`src/rtl/pipe_stage_reg.sv`:
```
// ---------------------------------------------------------------------------
// pipe_stage_reg
//   Elastic pipeline-boundary register for the 5-stage hart (IF/ID, ID/EX,
//   EX/MEM, MEM/WB). Carries a payload and a control field through a
//   valid/ready handshake. Supports flush, bubble injection and an optional
//   2-entry skid buffer.
//
//   Build option:
//     PIPE_STAGE_SKID_EN defined   : main register M plus skid register S.
//                                    o_ready is a pure register output.
//                                    o_count is 0..2.
//     PIPE_STAGE_SKID_EN undefined : M only.
//                                    o_ready = !M.valid || i_ready.
//                                    o_count is 0..1.
//
//   Ports:
//     i_clk, i_rst_n        clock; synchronous active-low reset
//     i_flush               drop held entries and any beat offered this cycle
//     i_valid/o_ready       upstream handshake
//     i_bubble              store the upstream beat as a NOP
//     i_data, i_ctrl        upstream payload and control field
//     o_valid/i_ready       downstream handshake
//     o_data, o_ctrl        head payload and control field (registered)
//     o_live                head is a real instruction (0 = bubble/NOP)
//     o_count               number of entries held
// ---------------------------------------------------------------------------
module pipe_stage_reg #(
  parameter int                 DATA_W   = 32,
  parameter int                 CTRL_W   = 8,
  parameter logic [CTRL_W-1:0]  CTRL_NOP = '0
) (
  input  logic              i_clk,
  input  logic              i_rst_n,
  input  logic              i_flush,
  input  logic              i_valid,
  output logic              o_ready,
  input  logic              i_bubble,
  input  logic [DATA_W-1:0] i_data,
  input  logic [CTRL_W-1:0] i_ctrl,
  output logic              o_valid,
  input  logic              i_ready,
  output logic [DATA_W-1:0] o_data,
  output logic [CTRL_W-1:0] o_ctrl,
  output logic              o_live,
  output logic [1:0]        o_count
);

  logic              acc;
  logic              pop;
  logic [CTRL_W-1:0] beat_ctrl;
  logic              beat_live;

  // Main (head) register.
  logic              m_vld_q,  m_vld_d;
  logic [DATA_W-1:0] m_data_q, m_data_d;
  logic [CTRL_W-1:0] m_ctrl_q, m_ctrl_d;
  logic              m_live_q, m_live_d;

  // A bubble keeps its payload but loses its control effects.
  assign beat_ctrl = i_bubble ? CTRL_NOP : i_ctrl;
  assign beat_live = !i_bubble;

  assign acc = i_valid && o_ready;
  assign pop = m_vld_q && i_ready;

  assign o_valid = m_vld_q;
  assign o_data  = m_data_q;
  assign o_ctrl  = m_ctrl_q;
  assign o_live  = m_live_q;

`ifdef PIPE_STAGE_SKID_EN
  // Skid register: only ever valid while M is valid.
  logic              s_vld_q,  s_vld_d;
  logic [DATA_W-1:0] s_data_q, s_data_d;
  logic [CTRL_W-1:0] s_ctrl_q, s_ctrl_d;
  logic              s_live_q, s_live_d;

  // Ready depends only on state, which breaks the i_ready -> o_ready path.
  assign o_ready = !s_vld_q;
  assign o_count = {1'b0, m_vld_q} + {1'b0, s_vld_q};

  always_comb begin
    m_vld_d  = m_vld_q;
    m_data_d = m_data_q;
    m_ctrl_d = m_ctrl_q;
    m_live_d = m_live_q;
    s_vld_d  = s_vld_q;
    s_data_d = s_data_q;
    s_ctrl_d = s_ctrl_q;
    s_live_d = s_live_q;
    if (s_vld_q) begin
      // Full: no accept is possible; a pop promotes S into M.
      if (pop) begin
        m_vld_d  = 1'b1;
        m_data_d = s_data_q;
        m_ctrl_d = s_ctrl_q;
        m_live_d = s_live_q;
        s_vld_d  = 1'b0;
      end
    end else if (acc && (!m_vld_q || pop)) begin
      m_vld_d  = 1'b1;
      m_data_d = i_data;
      m_ctrl_d = beat_ctrl;
      m_live_d = beat_live;
    end else if (acc) begin
      // Head stalled: park the beat in the skid slot.
      s_vld_d  = 1'b1;
      s_data_d = i_data;
      s_ctrl_d = beat_ctrl;
      s_live_d = beat_live;
    end else if (pop) begin
      m_vld_d = 1'b0;
    end
  end

  always_ff @(posedge i_clk) begin
    if (!i_rst_n || i_flush) begin
      m_vld_q  <= 1'b0;
      m_data_q <= '0;
      m_ctrl_q <= CTRL_NOP;
      m_live_q <= 1'b0;
      s_vld_q  <= 1'b0;
      s_data_q <= '0;
      s_ctrl_q <= CTRL_NOP;
      s_live_q <= 1'b0;
    end else begin
      m_vld_q  <= m_vld_d;
      m_data_q <= m_data_d;
      m_ctrl_q <= m_ctrl_d;
      m_live_q <= m_live_d;
      s_vld_q  <= s_vld_d;
      s_data_q <= s_data_d;
      s_ctrl_q <= s_ctrl_d;
      s_live_q <= s_live_d;
    end
  end
`else
  // Single entry: can refill in the same cycle the head leaves.
  assign o_ready = !m_vld_q || i_ready;
  assign o_count = {1'b0, m_vld_q};

  always_comb begin
    m_vld_d  = m_vld_q;
    m_data_d = m_data_q;
    m_ctrl_d = m_ctrl_q;
    m_live_d = m_live_q;
    if (acc) begin
      m_vld_d  = 1'b1;
      m_data_d = i_data;
      m_ctrl_d = beat_ctrl;
      m_live_d = beat_live;
    end else if (pop) begin
      m_vld_d = 1'b0;
    end
  end

  always_ff @(posedge i_clk) begin
    if (!i_rst_n || i_flush) begin
      m_vld_q  <= 1'b0;
      m_data_q <= '0;
      m_ctrl_q <= CTRL_NOP;
      m_live_q <= 1'b0;
    end else begin
      m_vld_q  <= m_vld_d;
      m_data_q <= m_data_d;
      m_ctrl_q <= m_ctrl_d;
      m_live_q <= m_live_d;
    end
  end
`endif

endmodule

```
`config.mk`:
```
export PLATFORM = sky130hd
export DESIGN_NAME = pipe_stage_reg
export DESIGN_NICKNAME = d
export VERILOG_FILES = /design/src/rtl/pipe_stage_reg.sv
export SDC_FILE = /design/constraint.sdc
export NUM_CORES = 1
export LEC_CHECK = 0
export CAP_MARGIN = 0
export CORE_UTILIZATION = 36
export CTS_CLUSTER_SIZE = 14
export DETAILED_ROUTE_END_ITERATION = 10
export PLACE_DENSITY_LB_ADDON = 0.12
export SYNTH_ARGS = -nofsm -noshare
export SYNTH_HDL_FRONTEND = slang
export SYNTH_SLANG_ARGS = --single-unit
```
`constraint.sdc`:
```
create_clock -name i_clk -period 0.9 [get_ports i_clk]
set_input_delay 0.09 -clock i_clk [delete_from_list [all_inputs] [get_ports i_clk]]
set_output_delay 0.09 -clock i_clk [all_outputs]
set_load 0.1 [all_outputs]
```
==> qor.csv, run 1 <==
metric;value;unit
ys_types;17;
syn_nets;249;
diodes;0;
holdBufCountCts;0;
track_usage;19.7;%
finalHoldViolCount;0;
vias;1945;
rsz0062_at_grt;yes;
cts_buffer_depth;2;
worst_slack;-206;ps
power_switching_share;31.9;%
globalRouteOverflowTotal;0;
clkPwrFrac;26.7;%
end_kind;flop;
port_buffers;89;
syn2layout_area_growth;106;%
hp-class;primary input to flop;
wirelength;6020;um
slew_viol_final;0;
startpoint_type;flop;
path_class;flop to flop;
critPathMaxFanout;8;
maxCapViolCount;0;
syn_area_per_cell;9.03;um2
rr_worst_depth;4;
clock-sinks;42;
cts_tree;yes;
skew;4.60;ps
ir_worst_vdd;0.756;mV
initial_core_util;38.1;%
clk_latency;290;ps
p_comb_share;30.8;%
grt_max_degree;60;
drive_gt1_share;54.3;%
nNetsFinal;359;
p_leak;1.48;nW
finalWeightedCongestion;0.669;
final_common_cell;buf_12;
synthCells;203;
worstHoldPathCells;5;
h-tree-depth;2;
min_period_over_period;123;%
status;finished with violations;
post-route-min-period;1110;ps
whs;343;ps
layout_common_cells;buf_12 (52), clkdlybuf4s50_1 (43), nand2_1 (40), nand4_1 (40), dfxtp_2 (38);
p_int;3.18;mW
yosysSeqAreaShare;45.9;%
antenna_found_initial;0;
finalSetupViolations;86;
ys_seq_elements;42;
grt_pass1_wl;8100;um
drtAntennaViolNets;0;
die_area;5380;um2
tns;-7860;ps
synth_area;1830;um2
clk_pin_slew;80;ps
cts_root_buffer;clkbuf_8;
drt-wirelength-per-cell;15.8;um
die_w;73.4;um
grt_pass1_vias;1730;
yosys_warnings;0;
coreArea;4820;um2
cts_buffers;5;
p_per_area;1240;nW/um2
fmax;905;MHz
drtIter0Drc;83;
worstPathRequired;1090;ps
cp.arrival;1290;ps
post_drt_via_cell_ratio;5.12;
die_h;73.4;um
num_rows;25;
violations;setup timing;
switchingPower;1.49;mW
p_seq_share;42.6;%
drc_errors;0;
dp_hpwl;3340;um
drt_pass1_iterations;4;
ioPinCount;91;
## Yosys cell counts
master / count / share of area, %
o21ai_2: 33 / 16
conb_1: 1 / 0.20
o211a_1: 1 / 0.55
buf_6: 5 / 3.1
buf_4: 3 / 1.2
buf_2: 13 / 3.5
nand2_1: 40 / 8.2
inv_1: 1 / 0.20
nand4_1: 40 / 14
o21ai_1: 7 / 1.9
nor2b_1: 9 / 3.1
and2_4: 1 / 0.48
clkbuf_1: 4 / 0.82
a21boi_0: 1 / 0.41
nand2b_4: 1 / 0.75
nand3_1: 1 / 0.27
dfxtp_1: 42 / 46
## layer usage
layer,global-route usage (%),share of wire (%),routed length (um)
met1,25.3,43,2580
met4,7.69,1.2,70
met3,3.84,6.8,409
met5,0,0,0
met2,32.4,49,2960
## cell type report
class | instances | area [um2]
well taps | 67 | 83.8
inverters | 1 | 3.75
fillers | 318 | 1050
multi-input cells | 135 | 848
flip-flops and latches | 42 | 903
clock buffers | 7 | 86.3
repair buffers | 128 | 1840
## state kept, by name, indices dropped and copies added (netlist names)
register / flops
o_ctrl: 8
o_data: 32
o_live: 1
o_valid: 1
## final timing paths
check,from,endpoint,slack [ps]
min reg2reg,o_data[28],o_data[28],480
max,o_valid,o_data[0],-210
min,i_flush,o_data[21],340
max reg2reg,o_valid,o_data[0],-210
## kinds of logic after synthesis
kind of cell | Yosys count | synth area share, %
flops | 42 | 45.9
other cells | 1 | 0.205
buf+inv | 26 | 8.87
compound gates | 42 | 18.6
simple gates | 92 | 26.4
## per-stage QoR
stage	util (%)	instances	instance area (um2)	total power [mW]	setup slack [ps]
after CTS	73.8	365	3560	4.60	-211
after detailed placement	68.6	346	3300	3.30	-391
after global routing	78.2	380	3770	4.83	-242
after global placement	68.6	346	3300	3.29	-359
final	78.2	380	3770	4.66	-206
after floorplan	-	203	1910	2.75	-318
## power groups by stage
stage | clock (mW) | combinational, mW | sequential (mW)
detailed placement | 0 | 1.27 | 2.03
floorplan | 0 | 0.316 | 2.43
finish | 1.24 | 1.43 | 1.98
global route | 1.35 | 1.49 | 1.99
CTS | 1.25 | 1.35 | 1.99
global placement | 0 | 1.26 | 2.03
## repair_timing
action	4_1_cts	5_1_grt
cloned	2	6
setup buffers	11	10
gates resized for setup	10	11
pin swaps	9	8
endpoints found under the setup margin	86	86
## critical path, stage by stage (launching register included)
cell and delay [ps]:
dfxtp_4 360, nand2b_4 90, and2_4 280, clkbuf_16 210, o21ai_2 60
Note: power is estimated with default switching activity, not from simulation.
==> run 2: changes to the inputs <==
--- a/config.mk
+++ b/config.mk
@@ -7,6 +7,7 @@
 export LEC_CHECK = 0
 export CAP_MARGIN = 0
 export CORE_UTILIZATION = 36
+export CTS_CLUSTER_DIAMETER = 150
 export CTS_CLUSTER_SIZE = 14
 export DETAILED_ROUTE_END_ITERATION = 10
 export PLACE_DENSITY_LB_ADDON = 0.12
==> results of run 2 <==
The final DEF is identical to that of run 1; final timing and power are the same.
==> run 3: changes to the inputs <==
--- a/config.mk
+++ b/config.mk
@@ -6,7 +6,7 @@
 export NUM_CORES = 1
 export LEC_CHECK = 0
 export CAP_MARGIN = 0
-export CORE_UTILIZATION = 36
+export CORE_UTILIZATION = 43
 export CTS_CLUSTER_DIAMETER = 150
 export CTS_CLUSTER_SIZE = 14
 export DETAILED_ROUTE_END_ITERATION = 10
==> constraint.sdc (replaced) <==
create_clock -name i_clk -period 1.4 [get_ports i_clk]
set_input_delay 0.14 -clock i_clk [delete_from_list [all_inputs] [get_ports i_clk]]
set_output_delay 0.14 -clock i_clk [all_outputs]
set_load 0.1 [all_outputs]
==> run 3 against run 2 <==
- sequential share of layout area increased by 1.6 points
- the run now ends clean
- clock skew about the same
- sequential power shrank 36%
- setup slack gained 370 ps
- power fell by 39%
- hold slack improved by 70 ps
- largest cell class unchanged
- count of clock-buffer cells in the layout stayed put
- core utilization grew 3.2 points
==> qor.csv, run 3 (synthesis gave the netlist of run 1 again) <==
metric;value;unit;change
status;complete, no violations;;
dpl-instance-area;3210;um2;-2.8%
p_seq_share;44.5;%;+1.9 points
die_h;67.3;um;-8.3%
skew;4.41;ps;-0.190 ps
holdBufCountCts;0;;unchanged
min_period_over_period;88.2;%;
vias;1761;;-9.5%
drtAntennaViolNets;0;;unchanged
post-route-min-period;1240;ps;
clock-sinks;42;;unchanged
p_per_area;867;nW/um2;-30%
cts_root_buffer;clkbuf_8;;
worst_slack;165;ps;+371 ps
whs;413;ps;+70.1 ps
port_buffers;89;;unchanged
grt_pass1_vias;1589;;-8.2%
ir_worst_vdd;0.703;mV;-7.0%
fmax;810;MHz;
drt_pass1_iterations;4;;unchanged
p_int;1.96;mW;-38%
critPathMaxStageDelay;370;ps;about the same
p_comb_share;28.0;%;-2.8 points
cp.arrival;1100;ps;-190 ps
tns;0;ps;+7860 ps
layout_common_cells;buf_12 (48), clkdlybuf4s50_1 (45), dfxtp_1 (41);;
dp_hpwl;3280;um;-1.7%
cts_setup_buffers;0;;-11
p_leak;1.23;nW;-17%
initial_core_util;45.2;%;+7.1 points
clk_latency;290;ps;about the same
finalHoldViolCount;0;;unchanged
nNetsFinal;331;;-7.8%
worstPathRequired;1260;ps;+170 ps
path_cells;nand2b_4 -> buf_4 -> buf_12;;
slowest_stage;dfxtp_4;;
die_w;67.3;um;-8.3%
h-tree-depth;2;;unchanged
finalSetupViolations;0;;-100%
coreArea;4060;um2;-16%
startpoint_type;flop;;
largest_reg_flops;32;;unchanged
postLayoutCellArea;3300;um2;-12%
slew_viol_final;0;;unchanged
drtIter0Drc;89;;+7.2%
hp-class;primary input to flop;;
ioPinCount;91;;unchanged
cts_tree;yes;;
maxCapViolCount;0;;unchanged
clkPwrFrac;27.5;%;+0.8 points
drt-wirelength-per-cell;13.7;um;-14%
diodes;0;;unchanged
cts_buffer_depth;2;;unchanged
switchingPower;900;uW;-39%
post_drt_via_cell_ratio;5.24;;+2.4%
cts_buffers;5;;unchanged
instances_no_fill;336;;-12%
critPathMaxFanout;6;;-2
post-route-util;81.4;%;+3.2 points
end_kind;output port;;
finalWeightedCongestion;0.665;;-0.54%
cts_resized;0;;-10
syn2layout_area_growth;80.2;%;
power_switching_share;31.4;%;-0.45 points
drc_errors;0;;unchanged
grt_max_degree;47;;-22%
num_rows;23;;-8.0%
grt_pass1_wl;7450;um;-8.0%
dp.cells;328;;-5.2%
die_area;4530;um2;-16%
wirelength;4600;um;-24%
power.total;2.86;mW;-39%
clk_pin_slew;80;ps;about the same
dpl_worst_slack;29.8;ps;+421 ps
rsz0062_at_grt;no;;
antenna_found_initial;0;;unchanged
track_usage;22.0;%;+2.3 points
final_common_cell;buf_12;;
path_class;flop to output port;;
globalRouteOverflowTotal;0;;unchanged
drive_gt1_share;34.6;%;-20 points
[run 3: path summary, 6_finish.rpt]
kind	depth (start not counted)	startpoint	slack, ps	to
setup / recovery	3	o_valid	160	o_ready
hold / removal	3	i_data[8]	410	o_data[8]
setup reg to reg	4	o_valid	360	o_data[22]
hold reg to reg	2	o_data[27]	490	o_data[27]
[run 3: power groups by stage]
stage,logic [mW],clock network [mW],registers [mW]
after global placement,0.799,0,1.30
after floorplan,0.198,0,1.55
after CTS,0.807,0.808,1.27
after global routing,0.836,0.878,1.28
final,0.802,0.789,1.27
after detailed placement,0.805,0,1.30
[run 3: final cells by class]
class,count,area (um2)
well taps,50,62.6
fillers,253,754
multi-input cells,135,837
clock buffers,7,86.3
inverters,1,3.75
repair buffers,100,1460
clock inverters,1,5.00
flip-flops and latches,42,845
[run 3: per-layer routing]
metal	GRT usage, %	wire (um)
met4	6.38	32
met2	35.4	2250
met5	0	0
met3	5.74	303
met1	28.8	2010
[run 3: critical path, delay by kind of cell, from the launching register on]
| kind | cells | cell delay, ps |
|---|---|---|
| DFF | 1 | 370 |
| buffers and inverters | 2 | 340 |
| and+or+nand+nor | 1 | 90 |
